<file path="config.mk">
export PLATFORM = sky130hd
export DESIGN_NAME = maze_game_ctrl
export DESIGN_NICKNAME = d
export VERILOG_FILES = /design/src/rtl/maze_game_ctrl.sv
export SDC_FILE = /design/constraint.sdc
export NUM_CORES = 1
export LEC_CHECK = 0
export ABC_AREA = 1
export CORE_AREA = 2 2 294 296
export CTS_CLUSTER_SIZE = 10
export DETAILED_ROUTE_END_ITERATION = 10
export DIE_AREA = 0 0 296 298
export PLACE_DENSITY = 0.58
export SYNTH_ARGS = -nofsm -noshare
export SYNTH_HDL_FRONTEND = slang
export SYNTH_SLANG_ARGS = --single-unit
</file>
<file path="constraint.sdc">
create_clock -name vga_clk -period 13.98 [get_ports vga_clk]
set_input_delay 2.796 -clock vga_clk [delete_from_list [all_inputs] [get_ports vga_clk]]
set_output_delay 2.796 -clock vga_clk [all_outputs]
set_load 0.005 [all_outputs]
</file>
<file path="src/rtl/maze_game_ctrl.sv">
// Maze game controller: conditions buttons, sequences welcome/play/win and
// validates each move against maze bounds and walls before committing it.
module maze_game_ctrl #(
  parameter int unsigned MOVE_GAP = 2500000,
  parameter int unsigned MIN_NUM  = 5,
  parameter int unsigned MAX_NUM  = 19
) (
  input  logic         vga_clk,
  input  logic         rst_sys,
  input  logic         btn_start,
  input  logic         btn_up,
  input  logic         btn_down,
  input  logic         btn_left,
  input  logic         btn_right,
  input  logic [4:0]   num_in,
  input  logic [360:0] map_in,
  output logic [1:0]   state,
  output logic [4:0]   num,
  output logic [360:0] map,
  output logic [4:0]   x_index,
  output logic [4:0]   y_index,
  output logic [9:0]   step_count,
  output logic         win_pulse,
  output logic         bump_pulse
);

  localparam int unsigned NUM_W    = 5;
  localparam int unsigned POS_W    = 5;
  localparam int unsigned STEP_W   = 10;
  localparam int unsigned IDX_W    = 9;
  localparam int unsigned PROD_W   = 10;
  localparam int unsigned BTN_W    = 5;
  localparam int unsigned STEP_MAX = 1023;
  localparam int unsigned GAP_W    = (MOVE_GAP > 0) ? $clog2(MOVE_GAP + 1) : 1;

  // CHECK is the second half of a move inside PLAY; it reports as PLAY.
  typedef enum logic [1:0] {
    S_WELCOME = 2'd0,
    S_PLAY    = 2'd1,
    S_WIN     = 2'd2,
    S_CHECK   = 2'd3
  } st_t;

  st_t                     st, st_nx;
  logic [BTN_W-1:0]        sync1, sync2, prev;
  logic [BTN_W-1:0]        edge_c;
  logic [1:0]              state_nx;
  logic [NUM_W-1:0]        num_nx;
  logic [360:0]            map_nx;
  logic [POS_W-1:0]        x_nx, y_nx;
  logic signed [POS_W:0]   tx, ty, tx_nx, ty_nx;
  logic signed [POS_W:0]   x_s_c, y_s_c, num_s_c;
  logic [STEP_W-1:0]       step_nx;
  logic                    win_nx, bump_nx;
  logic [GAP_W-1:0]        gap, gap_nx;
  logic [PROD_W-1:0]       prod_c;
  logic [IDX_W-1:0]        wall_idx_c;
  logic                    in_bounds_c, legal_c, goal_c, num_ok_c;

  // Edge bits: [4] start, [3] up, [2] down, [1] left, [0] right.
  assign edge_c = sync2 & ~prev;

  always_ff @(posedge vga_clk or posedge rst_sys) begin
    if (rst_sys) begin
      sync1      <= '0;
      sync2      <= '0;
      prev       <= '0;
      st         <= S_WELCOME;
      state      <= 2'd0;
      num        <= '0;
      map        <= '0;
      x_index    <= POS_W'(1);
      y_index    <= POS_W'(1);
      tx         <= '0;
      ty         <= '0;
      step_count <= '0;
      win_pulse  <= 1'b0;
      bump_pulse <= 1'b0;
      gap        <= '0;
    end else begin
      sync1      <= {btn_start, btn_up, btn_down, btn_left, btn_right};
      sync2      <= sync1;
      prev       <= sync2;
      st         <= st_nx;
      state      <= state_nx;
      num        <= num_nx;
      map        <= map_nx;
      x_index    <= x_nx;
      y_index    <= y_nx;
      tx         <= tx_nx;
      ty         <= ty_nx;
      step_count <= step_nx;
      win_pulse  <= win_nx;
      bump_pulse <= bump_nx;
      gap        <= gap_nx;
    end
  end

  // Signed 6-bit target so that a step off the low edge shows up as -1.
  always_comb begin
    x_s_c       = signed'({1'b0, x_index});
    y_s_c       = signed'({1'b0, y_index});
    num_s_c     = signed'({1'b0, num});
    in_bounds_c = (tx >= 6'sd0) && (ty >= 6'sd0) && (tx < num_s_c) && (ty < num_s_c);
    prod_c      = PROD_W'(ty[POS_W-1:0]) * PROD_W'(num) + PROD_W'(tx[POS_W-1:0]);
    wall_idx_c  = IDX_W'(prod_c);
    legal_c     = in_bounds_c && !map[wall_idx_c];
    goal_c      = (tx[POS_W-1:0] == num - NUM_W'(2)) && (ty[POS_W-1:0] == num - NUM_W'(2));
    num_ok_c    = (num_in >= NUM_W'(MIN_NUM)) && (num_in <= NUM_W'(MAX_NUM));
  end

  always_comb begin
    st_nx   = st;
    num_nx  = num;
    map_nx  = map;
    x_nx    = x_index;
    y_nx    = y_index;
    tx_nx   = tx;
    ty_nx   = ty;
    step_nx = step_count;
    win_nx  = 1'b0;
    bump_nx = 1'b0;
    gap_nx  = (gap != '0) ? gap - GAP_W'(1) : '0;

    case (st)
      S_WELCOME: begin
        if (edge_c[4] && num_ok_c) begin
          num_nx  = num_in;
          map_nx  = map_in;
          x_nx    = POS_W'(1);
          y_nx    = POS_W'(1);
          step_nx = '0;
          st_nx   = S_PLAY;
        end
      end
      S_PLAY: begin
        if ((gap == '0) && (|edge_c[3:0])) begin
          tx_nx = x_s_c;
          ty_nx = y_s_c;
          if (edge_c[3])      ty_nx = y_s_c - 6'sd1;
          else if (edge_c[2]) ty_nx = y_s_c + 6'sd1;
          else if (edge_c[1]) tx_nx = x_s_c - 6'sd1;
          else                tx_nx = x_s_c + 6'sd1;
          st_nx = S_CHECK;
        end
      end
      S_CHECK: begin
        gap_nx = GAP_W'(MOVE_GAP);
        st_nx  = S_PLAY;
        if (legal_c) begin
          x_nx    = tx[POS_W-1:0];
          y_nx    = ty[POS_W-1:0];
          step_nx = (step_count == STEP_W'(STEP_MAX)) ? step_count : step_count + STEP_W'(1);
          if (goal_c) begin
            st_nx  = S_WIN;
            win_nx = 1'b1;
          end
        end else begin
          bump_nx = 1'b1;
        end
      end
      S_WIN: begin
        if (edge_c[4]) st_nx = S_WELCOME;
      end
      default: st_nx = S_WELCOME;
    endcase

    state_nx = (st_nx == S_CHECK) ? 2'd1 : 2'(st_nx);
  end

endmodule

</file>
# --- Yosys cells after proc, flatten, opt, wreduce, memory -nomap -nowiden ---
# Cells that the tools add are included.
word_totals:
  mem_bits_rw: 0
  reg_bits: 441
  mem_bits_ro: 0
  latch_bits: 0
  word_cells: 91
  mem_count: 0
  in_bits: 373
classes:
  n_eq_ne: 10
  bitwise: 2
  reduce_logical: 18
  mul: 1
  shifts: 0
  n_div: 0
  mux: 30
  n_lt_le_gt_ge: 7
  add_sub_neg: 8
ops:
  columns: ["operator", "count"]
  rows:
  - ["2-to-1 mux 22 bit", 2]
  - ["2-to-1 mux 10 bit", 3]
  - ["2-to-1 mux 6 bit", 5]
  - ["logical NOT 22 bit", 1]
  - ["nonzero test 22 bit", 1]
  - ["subtractor 22 x 1 -> 22 bit (second input constant)", 1]
  - ["case mux 10 bit (2 select lines)", 1]
  - ["case mux 5 bit (2 select lines)", 2]
  - ["2-to-1 mux 5 bit", 3]
  - ["adder 5 x 1 -> 6 bit (second input constant)", 2]
  - [">= comparator 6 x 1 -> 1 bit (second input constant)", 2]
  - ["< comparator 6 bit", 2]
  - ["2-to-1 mux 2 bit", 6]
  - ["subtractor 5 x 1 -> 6 bit (second input constant)", 2]
  - ["adder 10 x 1 -> 10 bit (second input constant)", 1]
  - ["== test 10 bit (second input constant)", 1]
  - ["== test 5 bit", 2]
  - ["< comparator 9 x 10 -> 1 bit (second input constant)", 1]
  - ["adder 9 x 5 -> 9 bit", 1]
  - ["binary-select mux 1 bit (select 9 bit)", 1]
  - ["multiplier 5 x 5 -> 9 bit", 1]
  - ["logical AND 1 bit", 8]
  - ["case mux 2 bit (4 select lines)", 1]
  - ["== test 2 bit (second input constant)", 3]
  - ["other kinds (15)", 23]

# --- Logic depth before layout (Yosys ltp) ---
# Gate-level depths: netlist of run 1.
logic_depth:
  ltp_word: 10
  mapped_depth: 24
  depth_no_buf: 23

# --- Worst setup path after synthesis of run 1 ---
# Ideal clock, no wire load.
synth_path:
  path_kind: "reg2reg"
  start: "reg num[2]"
  end: "reg step_count[0]"
  setup_time_ns: 0.117
  n_path_buf: 1
  path_stages_with_launch: 21
  period_less_slack_ns: 4.206
  setup_slack_ns: 9.774
  t_arrival_ns: 4.089
  cell_sequence: "dfrtp_1 -> ha_1 -> fa_1 -> inv_1 -> fa_1 -> fa_1 -> inv_1 -> ha_1 -> a21oi_1 -> nand2_1 -> xor2_2 -> inv_1 -> nor3_1 -> nor2_1 -> nor2_2 -> nor2_4 -> nand2_2 -> nand2_4 -> buf_6 -> nand3_1 -> nand2_1"
synth_via:
  elab_chain_cells: 8
  elab_cells_between_ends: 12
  classes_between: "add/sub (1); mul (1); order compare (2); eq/ne (1); mux (2); reduce/logical (5)"
synth_rtl:
  columns: ["item", "line_no", "text"]
  rows:
  - ["start: declaration", "18", "output logic [4:0] num,"]
  - ["start signal: assignment", "86", "num <= num_nx;"]
  - ["multiplier 5 x 5 -> 9 bit", "105", "prod_c = PROD_W'(ty[POS_W-1:0]) * PROD_W'(num) + PROD_W'(tx[POS_W-1:0]);"]
  - ["adder 9 x 5 -> 9 bit", "105", null]
  - ["binary-select mux 1 bit (select 9 bit)", "107", "legal_c = in_bounds_c && !map[wall_idx_c];"]
  - ["2-to-1 mux 1 bit (implied by the code)", "107", null]
  - ["logical NOT 1 bit", "107", null]
  - ["logical AND 1 bit (*)", "107", null]
  - ["!= test 2 bit (no source line) (*)", null, null]
  - ["AND reduction 4 bit (no source line) (*)", null, null]
  - ["end signal: assignment", "92", "step_count <= step_nx;"]
  - ["end: declaration", "22", "output logic [9:0] step_count,"]
# Mark *: on every way between the ends. The rest lies on a longest branch, timed or not. The select of a mux whose other input is x is not followed.
# A chain may end at the register's enable or synchronous reset.

# --- Final worst setup path of run 1 ---
layout_path:
  start: "reg ty[2]"
  end: "reg y_index[0]"
layout_via:
  elab_chain_cells: 8
  elab_cells_between_ends: 13
  classes_between: "add/sub (1); mul (1); order compare (2); eq/ne (1); mux (2); reduce/logical (6)"
layout_rtl:
  columns: ["item", "line_no", "text"]
  rows:
  - ["start: declaration", "51", "logic signed [POS_W:0] tx, ty, tx_nx, ty_nx;"]
  - ["start signal: assignment", "91", "ty <= ty_nx;"]
  - ["multiplier 5 x 5 -> 9 bit", "105", null]
  - ["adder 9 x 5 -> 9 bit", "105", null]
  - ["binary-select mux 1 bit (select 9 bit)", "107", null]
  - ["2-to-1 mux 1 bit (implied by the code)", "107", null]
  - ["logical NOT 1 bit", "107", null]
  - ["logical AND 1 bit (*)", "107", null]
  - ["!= test 2 bit (no source line) (*)", null, null]
  - ["AND reduction 3 bit (no source line) (*)", null, null]
  - ["end signal: assignment", "89", "y_index <= y_nx;"]
  - ["end: declaration", "21", "output logic [4:0] y_index,"]
# Marked as above.

==> metrics, run 1 <==
Critical path destination y_index[0]; drc violations 0; gpl congestion 0.883; deepest clock path buffer count 3; Clock Latency Late Sink 0.62 ns; final instance area approximately 33000 um^2; Reg area 11000 um^2; Cell Area, Placed 31000 um^2; CTS H-tree depth 2; TNS Setup 0 ns; Worst-Margin Slew 1.09 ns; All-Layer GR Usage 21.3%; layout cell share with drive strength beyond 1 3.41%; Max Cap Viol 0; Multi-input gate area 9630 um^2; Reg2Reg Setup Slack 8.13 ns; Avg Inst Size Synth 7.59 um^2; vias in the first global route 21900; Synth area leader dfrtp_1; Setup-failing EPs final 0; Slew HR 27.0%; Post-Route WL 96000 um; Fill cells 8877; yosys warns 0; number of flops mapped to enable cells by yosys 0; Root Buffer clkbuf_16; Hold Vio Cnt, Final 0; Die X 296 um; Clock transition at path regs approximately 0.06 ns; #FFs+latches synth 441; Pwr Density 137 nW/um^2; area growth from synthesis to layout 46.4%; CP endpoint kind flip-flop; VDD IR max 75.7 uV; largest fanout on the critical path 24; first-pass GRT wire length 142000 um; Port Buffers 762; initial DRC count 1316; Pleak 15.4 nW; data required time of the critical path 14.52 ns; commonest cells in the netlist 1241 x nand2_1, 439 x dfrtp_1, 285 x inv_1; Fmax 171 MHz; DR WL/cell 19.9 um; FF-to-FF path depth 22; Period minus WS final 5.85 ns; Crit. Startpoint ty[2]; Overflow after GRT 0; Die ar. 88200 um^2; RSZ-0062 raised after global routing no; XOR/XNOR Fraction of Synth Area under 10%; count leader, synth nand2_1; reg2reg end y_index[0]; RR Startpoint ty[2]; Synth Area in Adders 3.54%; post-synthesis mux area share 0.139%; top post-synthesis cells by area dfrtp_1 49%, nand2_1 21%, o21ai_0 5.3%, nand3_1 4.9%, inv_1 4.8%; CTS hold repair buffers 0; DR vias/cell approximately 4.5; post-synthesis simple-gate area fraction 28.6%; Rows 107; TritonCTS buffer count 55; CP Data Arrival Time 6.39 ns; pin count of the biggest net entering global routing roughly 170; Nets around 4100; DR vias 21900; setup bufs post-CTS 0; largest family of logic cells by synthesized area simple AND/OR/NAND/NOR gates; CP startpoint kind flip-flop; Critical Path Slowest Stage Cell clkinv_1; initial core utilization 26.4%; post-route antenna net violation count 0; clock net sink count approximately 440; Synth Net Count 3385; CP Cell Sequence nand2_1 > inv_1 > fa_1 > ha_1 > inv_1 > fa_1 > inv_1 > fa_2 > buf_4 > clkinv_1 > buf_4 > nand3_1 > a21oi_1 > nor3_1 > nor2_1 > nor2_2 > nor2_4 > nand2_2 > nand2_4 > nand2_2 > nand2_1 > nand2_1; Period Utilization, post-route 41.9%; post-DP HPWL 70200 um; initial antenna violation count 23; complex-gate fraction of the synthesized area 8.53%; post-synth top area share 49.0%; Synth Instances 2957; worst-case clock skew approximately 0.025 ns; Die H 298 um; synthesized area 22400 um^2; status completed; Synth cell types 46; prevailing post-synth register cell dfrtp_1; Fin Hold WS between 0.3 and 0.4 ns; ys async rst share 100%; TritonCTS clock tree yes; CTS resizes 0; Final Slew Violations 0; # IOs approximately 760; core area 84900 um^2; CP Class reg -> reg; DRT Pass-1 Iters 5; worst hold path class reg -> reg; crit-path max cell delay 0.65 ns; register area share after synthesis 49.2%
==> critical path, delay by kind of cell, from the launching register on <==
kind | cells | cell delay (ns)
fa+ha+maj | 4 | 1.78
compound gates | 1 | 0.12
simple gates | 11 | 1.51
flops | 1 | 0.60
buf+inv | 6 | 1.73
==> flip-flops by register name, indices dropped and copies added (netlist names), 6 cells and up <==
register	flops
step_count	10
gap	22
tx	6
map	361
ty	6
==> worst min path at each step <==
stage	startpoint	depth (start not counted)	end
after floorplan	sync1[0]	0	sync2[0]
after detailed placement	sync1[2]	0	sync2[2]
after global routing	sync1[3]	0	sync2[3]
after global placement	sync1[3]	0	sync2[3]
after CTS	sync1[2]	0	sync2[2]
final	sync1[2]	0	sync2[2]
==> layout make-up <==
| type | count | share of cell area [%] |
|---|---|---|
| diodes | 17 | 0.130 |
| clock buffers | 87 | 5.02 |
| clock inverters | 7 | 0.381 |
| inverters | 288 | 3.35 |
| multi-input cells | 2061 | 29.3 |
| flip-flops and latches | 441 | 33.6 |
| well taps | 1144 | 4.36 |
| repair buffers | 783 | 23.8 |
==> cells by family (layout without fill, tap and decap cells) <==
| logic type | after synthesis | in the layout |
|---|---|---|
| mux | 3 | 3 |
| other cells | 0 | 17 |
| fa+ha+maj | 55 | 55 |
| buf+inv | 455 | 1165 |
| simple gates | 1599 | 1599 |
| flops | 441 | 441 |
| compound gates | 357 | 357 |
| xor+xnor | 47 | 47 |
==> report_power, final <==
| part | internal, mW | total [mW] | switching [mW] |
|---|---|---|---|
| Clock | 0.855 | 1.43 | 0.579 |
| Sequential | 1.39 | 1.50 | 0.109 |
| Combinational | 0.608 | 1.58 | 0.971 |
| Total | 2.85 | 4.51 | 1.66 |
==> metrics by stage <==
stage	setup slack (ns)	util, %	power, mW	cells
after floorplan	5.23	-	2.30	2957
after global placement	7.67	36.5	3.14	4717
after detailed placement	7.63	36.5	3.15	4717
after CTS	7.86	38.6	4.61	4811
after global routing	7.58	38.7	4.80	4827
final	8.13	38.7	4.51	4828
==> cell usage in the layout, fill, tap and decap left out, types with 3 or more instances in the layout <==
| cell | n |
|---|---|
| o21a_1 | 4 |
| clkbuf_8 | 11 |
| dfrtp_1 | 439 |
| nand2_2 | 3 |
| nor3_1 | 21 |
| buf_12 | 3 |
| nand4_1 | 5 |
| bufinv_16 | 3 |
| nor3_2 | 3 |
| fa_1 | 13 |
| nand2_1 | 1240 |
| nor2_1 | 91 |
| ha_1 | 38 |
| clkbuf_16 | 57 |
| o211ai_1 | 38 |
| a21oi_1 | 49 |
| clkdlybuf4s50_1 | 762 |
| o21ai_0 | 239 |
| ha_4 | 3 |
| xnor2_1 | 12 |
| clkinv_2 | 3 |
| diode_2 | 17 |
| clkbuf_1 | 19 |
| xor2_1 | 33 |
| buf_4 | 18 |
| o21ai_1 | 17 |
| inv_1 | 281 |
| nand3_1 | 218 |
==> routing by layer <==
layer	vias to the layer above	GRT usage, %	part of all wire (%)
li1	10600	-	-
met1	10400	26.9	42
met2	746	35.8	48
met3	125	4.90	7.2
met4	8	6.78	2.7
met5	-	0	0.064
No activity file was read; power rests on OpenSTA's default activity.
==> run 2: changes to the inputs <==
Settings changed: PLACE_DENSITY 0.58 to 0.56.
Clock period 13.98 ns to 5.8 ns, I/O delays scaled along.
==> run 2 against run 1 <==
  * Critical endpoint is now step_count[4]
  * Power grew 140%
  * Sequential power grew 140%
  * Highest routed layer unchanged
  * Worst setup slack lost 7.4 ns
  * Via count grew 0.11%
  * Combinational power grew 130%
  * Wire length grew 5.8%
  * Largest cell class unchanged
  * Non-clock buffer count grew 20
  * Worst hold slack gained 0.0032 ns
  * Critical path depth shrank 2
==> metrics, run 2 (same netlist as run 1, synthesis figures left out) <==
status completed; largest fanout on the critical path 14; Worst-Margin Slew 0.995 ns; CTS hold repair buffers 0; clock net sink count 441; core area 84900 um^2; CTS resizes 0; Max Cap Viol 0; data required time of the critical path between 6 and 7 ns; Die H 298 um; Post-Route WL between 100000 and 150000 um; area growth from synthesis to layout 47.3%; drc violations 0; Fill cells 8876; Critical Path Slowest Stage Cell dfrtp_1; clock group share of total power 32.1%; Rows 107; Pwr Density 325 nW/um^2; layout cell share with drive strength beyond 1 3.86%; crit-path max cell delay 0.55 ns; combinational power share around 34%; DRT Pass-1 Iters 7; Slew HR 33.7%; WP buf/inv 3; RSZ-0062 raised after global routing no; Hold Vio Cnt, Final 0; placed instance count 4737; Cell Area, Placed roughly 31000 um^2; All-Layer GR Usage 22.3%; Port Buffers between 700 and 800; setup bufs post-CTS 0; Sw Share 36.2%; FF-to-FF path depth 20; Nets 4078; vias in the first global route 21800; Die ar. between 80000 and 90000 um^2; CP Class reg -> reg; Die X 296 um; pin count of the biggest net entering global routing approximately 100; VDD IR max 235 uV; commonest cells after routing, fill and taps aside 1240 x nand2_1, 762 x clkdlybuf4s50_1, 439 x dfrtp_1, 281 x inv_1, 239 x o21ai_0; worst hold path class reg -> reg; CTS H-tree depth 2; Period minus WS final 5.05 ns; Clock Latency Late Sink 0.62 ns; Finished Core Util a little under 40%; Reg power frac between 30% and 40%; internal power 6.85 mW; final instance area between 30000 and 40000 um^2; Clock transition at path regs 0.06 ns; deepest clock path buffer count 3; Overflow after GRT 0; initial core utilization a little over a quarter; Root Buffer clkbuf_16; CP Cell Sequence ha_1 > fa_1 > inv_1 > fa_1 > fa_1 > inv_1 > ha_1 > a21oi_1 > nand2_1 > xor2_2 > inv_1 > nor3_1 > nor2_1 > nor2_2 > nor2_4 > nand2_2 > nand2_4 > nand2_2 > nand2_1 > nand2_1; Final Slew Violations 0; DR WL/cell 21.0 um; Pleak 15.5 nW; Top Family by Delay on Critical Path adder cells; commonest non-fill, non-tap cell in the layout nand2_1; Fmax 198 MHz; Crit path depth 20; TritonCTS buffer count 55; max FFs per register 361; Top Registers map: 361 flops, gap: 22 flops, step_count: 10 flops; DR vias/cell 4.53; # IOs 763; gpl congestion roughly 0.88; Period Utilization, post-route 87.1%; TritonCTS clock tree yes; post-route antenna net violation count 0; CP startpoint kind flip-flop; Largest Register map; DR vias around 22000; Setup-failing EPs final 0; CP endpoint kind flip-flop; initial DRC count about 1200; fin cells 4838; worst-case clock skew 0.0272 ns; first-pass GRT wire length 146000 um; NetSw 3.88 mW; post-DP HPWL 76500 um; initial antenna violation count 15; hold path depth 0; CP Data Arrival Time 5.59 ns
==> run 2: path summary, 6_finish.rpt <==
path	endpoint	slack, ns	start
max	step_count[4]	0.75	ty[2]
min	sync2[3]	0.35	sync1[3]
max reg2reg	step_count[4]	0.75	ty[2]
min reg2reg	sync2[3]	0.35	sync1[3]
max in group asynchronous	map[250]	3.50	rst_sys
min in group asynchronous	map[14]	1.11	rst_sys
==> run 2: stage by stage <==
stage | hold slack (ns) | setup TNS [ns] | setup WS (ns) | total power [mW]
finish | 0.349 | 0 | 0.746 | 10.7
global route | 0.363 | 0 | 0.439 | 11.4
CTS | 0.352 | 0 | 0.710 | 10.9
detailed placement | 0.339 | 0 | 0.725 | 7.40
global placement | 0.335 | 0 | 0.757 | 7.38
floorplan | 0.331 | -578.43 | -1.32 | 5.54
==> run 2: cell type report <==
| class | count | area (um^2) | share of cell area [%] |
|---|---|---|---|
| sequential | 441 | 11000 | 33.4 |
| tap | 1144 | 1430 | 4.33 |
| clock buffer | 81 | 1580 | 4.77 |
| antenna | 12 | 30.0 | 0.0909 |
| inverter | 288 | 1100 | 3.33 |
| timing repair buffer | 803 | 8070 | 24.4 |
| clock inverter | 8 | 163 | 0.492 |
| multi-input combinational | 2061 | 9630 | 29.1 |
==> run 2: worst register-to-register path: stages, from the launching register on <==
cell	delay (ns)
dfrtp_1	0.55
ha_1	0.30
fa_1	0.53
inv_1	0.05
fa_1	0.50
fa_1	0.54
inv_1	0.04
ha_1	0.35
a21oi_1	0.14
nand2_1	0.11
xor2_2	0.38
inv_1	0.25
nor3_1	0.25
nor2_1	0.09
nor2_2	0.22
nor2_4	0.06
nand2_2	0.14
nand2_4	0.15
nand2_2	0.21
nand2_1	0.07
nand2_1	0.07
==> run 2: power groups by stage <==
stage	Sequential, mW	Clock (mW)	Combinational (mW)
floorplan	3.61	0	1.93
global placement	3.66	0	3.72
detailed placement	3.66	0	3.74
CTS	3.61	3.53	3.76
global route	3.64	3.64	4.08
finish	3.61	3.45	3.68
==> run 2: layer usage <==
metal | share of wire [%] | wire (um) | up-vias | global-route usage (%)
met5 | 0.025 | 25 | - | 0
met4 | 3.1 | 3150 | 4 | 7.84
met3 | 7.4 | 7500 | 138 | 5.75
met2 | 48 | 48800 | 755 | 37.3
met1 | 41 | 42100 | 10400 | 27.8
li1 | - | - | 10700 | -
==> run 3: changes to the inputs <==
Settings changed: GPL_TIMING_DRIVEN set to 0.
==> run 3 against run 2 <==
  * Power grew 5.7%
  * Via count grew 8.9%
  * Clock skew shrank 0.0044 ns
  * Sequential power is essentially flat
  * Clock-buffer cell count shrank 4
  * Worst hold slack lost 0.0046 ns
  * Critical path depth grew 1
  * Register-to-register slack lost 0.45 ns
  * Final area grew 1.2%
  * Sequential cell count is the same
==> metrics, run 3 (same netlist as run 1, synthesis figures left out) <==
CP Data Arrival Time 6.04 ns; clock group share of total power 28.4%; Slew HR 4.13%; Rows 107; Die H 298 um; Sw Share between 40% and 50%; Largest Register map; Die ar. 88200 um^2; status completed; CP startpoint kind flip-flop; Fin Hold WS 0.345 ns; Clock transition at path regs 0.06 ns; post-DP HPWL 99300 um; RR Startpoint num[4]; Pleak 15.8 nW; vias in the first global route approximately 24000; CP Class reg -> reg; Hold Crit Start sync1[2]; CTS H-tree depth 2; DR vias/cell about 4.8; Pwr Density 339 nW/um^2; gpl congestion about 0.91; Max Cap Viol 0; clock net sink count roughly 440; drc violations 0; Fmax 182 MHz; deepest clock path buffer count 3; Reg2Reg Setup Slack 0.30 ns; CP endpoint kind flip-flop; initial DRC count about 1800; max FFs per register 361; data required time of the critical path 6.33 ns; Period Utilization, post-route 94.9%; pin count of the biggest net entering global routing 40; RSZ-0062 raised after global routing no; initial core utilization 26.4%; Final Slew Violations 0; layout cell share with drive strength beyond 1 4.40%; # IOs 763; Post-Route WL 130000 um; NetSw 4.59 mW; All-Layer GR Usage 28.8%; Hold Vio Cnt, Final 0; DR WL/cell 26.1 um; TritonCTS buffer count 54; TNS Setup 0 ns; reg2reg end y_index[4]; Worst-Margin Slew 1.44 ns; commonest non-fill, non-tap cell in the layout nand2_1; Period minus WS final approximately 5.5 ns; Clock Latency Late Sink 0.61 ns; DRT Pass-1 Iters 6; Die X 296 um; hold path depth 0; Overflow after GRT 0; Root Buffer clkbuf_16; Reg power frac between 30% and 40%; area growth from synthesis to layout 49.1%; TritonCTS clock tree yes; combinational power share between 30% and 40%; Port Buffers 762; Top Registers map: 361 flops, gap: 22 flops, step_count: 10 flops; commonest cells after routing, fill and taps aside 1241 x nand2_1, 762 x clkdlybuf4s50_1, 439 x dfrtp_1, 283 x inv_1, 239 x o21ai_0; Worst Hold Endpoint sync2[2]; FF-to-FF path depth 21; largest fanout on the critical path 10; VDD IR max 235 uV; worst-case clock skew roughly 0.023 ns; worst hold path class reg -> reg; Setup-failing EPs final 0; first-pass GRT wire length 179000 um; core area 84900 um^2; DR vias about 24000; CTS hold repair buffers 0; internal power 6.77 mW; post-route antenna net violation count 0; initial antenna violation count 21; Nets 4219
-- run 3: cell count changes in the layout (fill, tap and decap cells not counted), moves of 4 or more --
cell,change
buf_1,+12
clkbuf_1,+92
buf_2,+43
buf_6,+5
buf_4,-20
clkbuf_2,+4
-- run 3: cell type report --
type                            count  area [um^2]
Clock buffer                       77         1510
Timing Repair Buffer              779         7920
Inverter                          288         1090
Buffer                            166          763
Sequential cell                   441        11000
Tap cell                         1144         1430
Clock inverter                      8         73.8
Multi-Input combinational cell   2061         9590
Fill cell                        8883        51400
Antenna cell                       13         32.5
-- run 3: layer usage --
metal	part of all wire, %	GRT usage (%)
met1	41	37.2
met2	47	47.5
met3	8.1	6.34
met4	3.5	9.40
met5	0.032	0
-- run 3: critical path: stages (launching register included) --
cell      delay (ns)
dfrtp_1         0.43
clkbuf_1        0.25
nand2_1         0.12
inv_1           0.06
fa_1            0.51
inv_1           0.06
fa_1            0.51
fa_1            0.56
inv_1           0.04
ha_1            0.34
xor2_1          0.39
inv_1           0.16
clkbuf_2        0.37
nand3_1         0.22
nand3_1         0.14
nand3_1         0.17
nand3_1         0.10
nand3_1         0.20
nand2_2         0.12
nor2_2          0.43
nand2_1         0.13
nand2_1         0.10
-- run 3: per-stage QoR --
stage	utilization (%)	std cells	cell area (um^2)	worst slack [ns]	total power [mW]
after floorplan	-	2957	22400	-1.32	5.54
after global placement	37.1	4863	31500	-5.04	7.96
after detailed placement	37.4	4876	31800	-0.218	7.99
after CTS	39.3	4961	33400	0.0185	11.2
after global routing	39.4	4974	33400	0.0143	11.8
final	39.4	4977	33400	0.298	11.4
-- run 3: how the worst max path moves through the flow --
| stage | endpoint | slack, ns | startpoint |
|---|---|---|---|
| 3_3_place_gp | map[331] | -5.04 | rst_sys |
| 6_report | y_index[4] | 0.30 | num[4] |
| 5_1_grt | y_index[4] | 0.01 | num[4] |
| 2_1_floorplan | bump_pulse | -1.32 | rst_sys |
| 4_1_cts | y_index[4] | 0.02 | ty[2] |
| 3_5_place_dp | y_index[4] | -0.22 | ty[2] |
-- run 3: power groups by stage --
stage / Clock (mW) / Sequential [mW] / Combinational, mW
finish: 3.22 / 3.63 / 4.50
global route: 3.38 / 3.66 / 4.79
CTS: 3.26 / 3.62 / 4.37
detailed placement: 0 / 3.67 / 4.32
global placement: 0 / 3.68 / 4.28
floorplan: 0 / 3.61 / 1.93
-- run 3: repair_timing --
| action | 4_1_cts | 5_1_grt |
|---|---|---|
| buffers inserted | 0 | 4 |
| pin swaps | 0 | 1 |
| gates resized for setup | 6 | 12 |
| setup endpoints to repair | 21 | 24 |
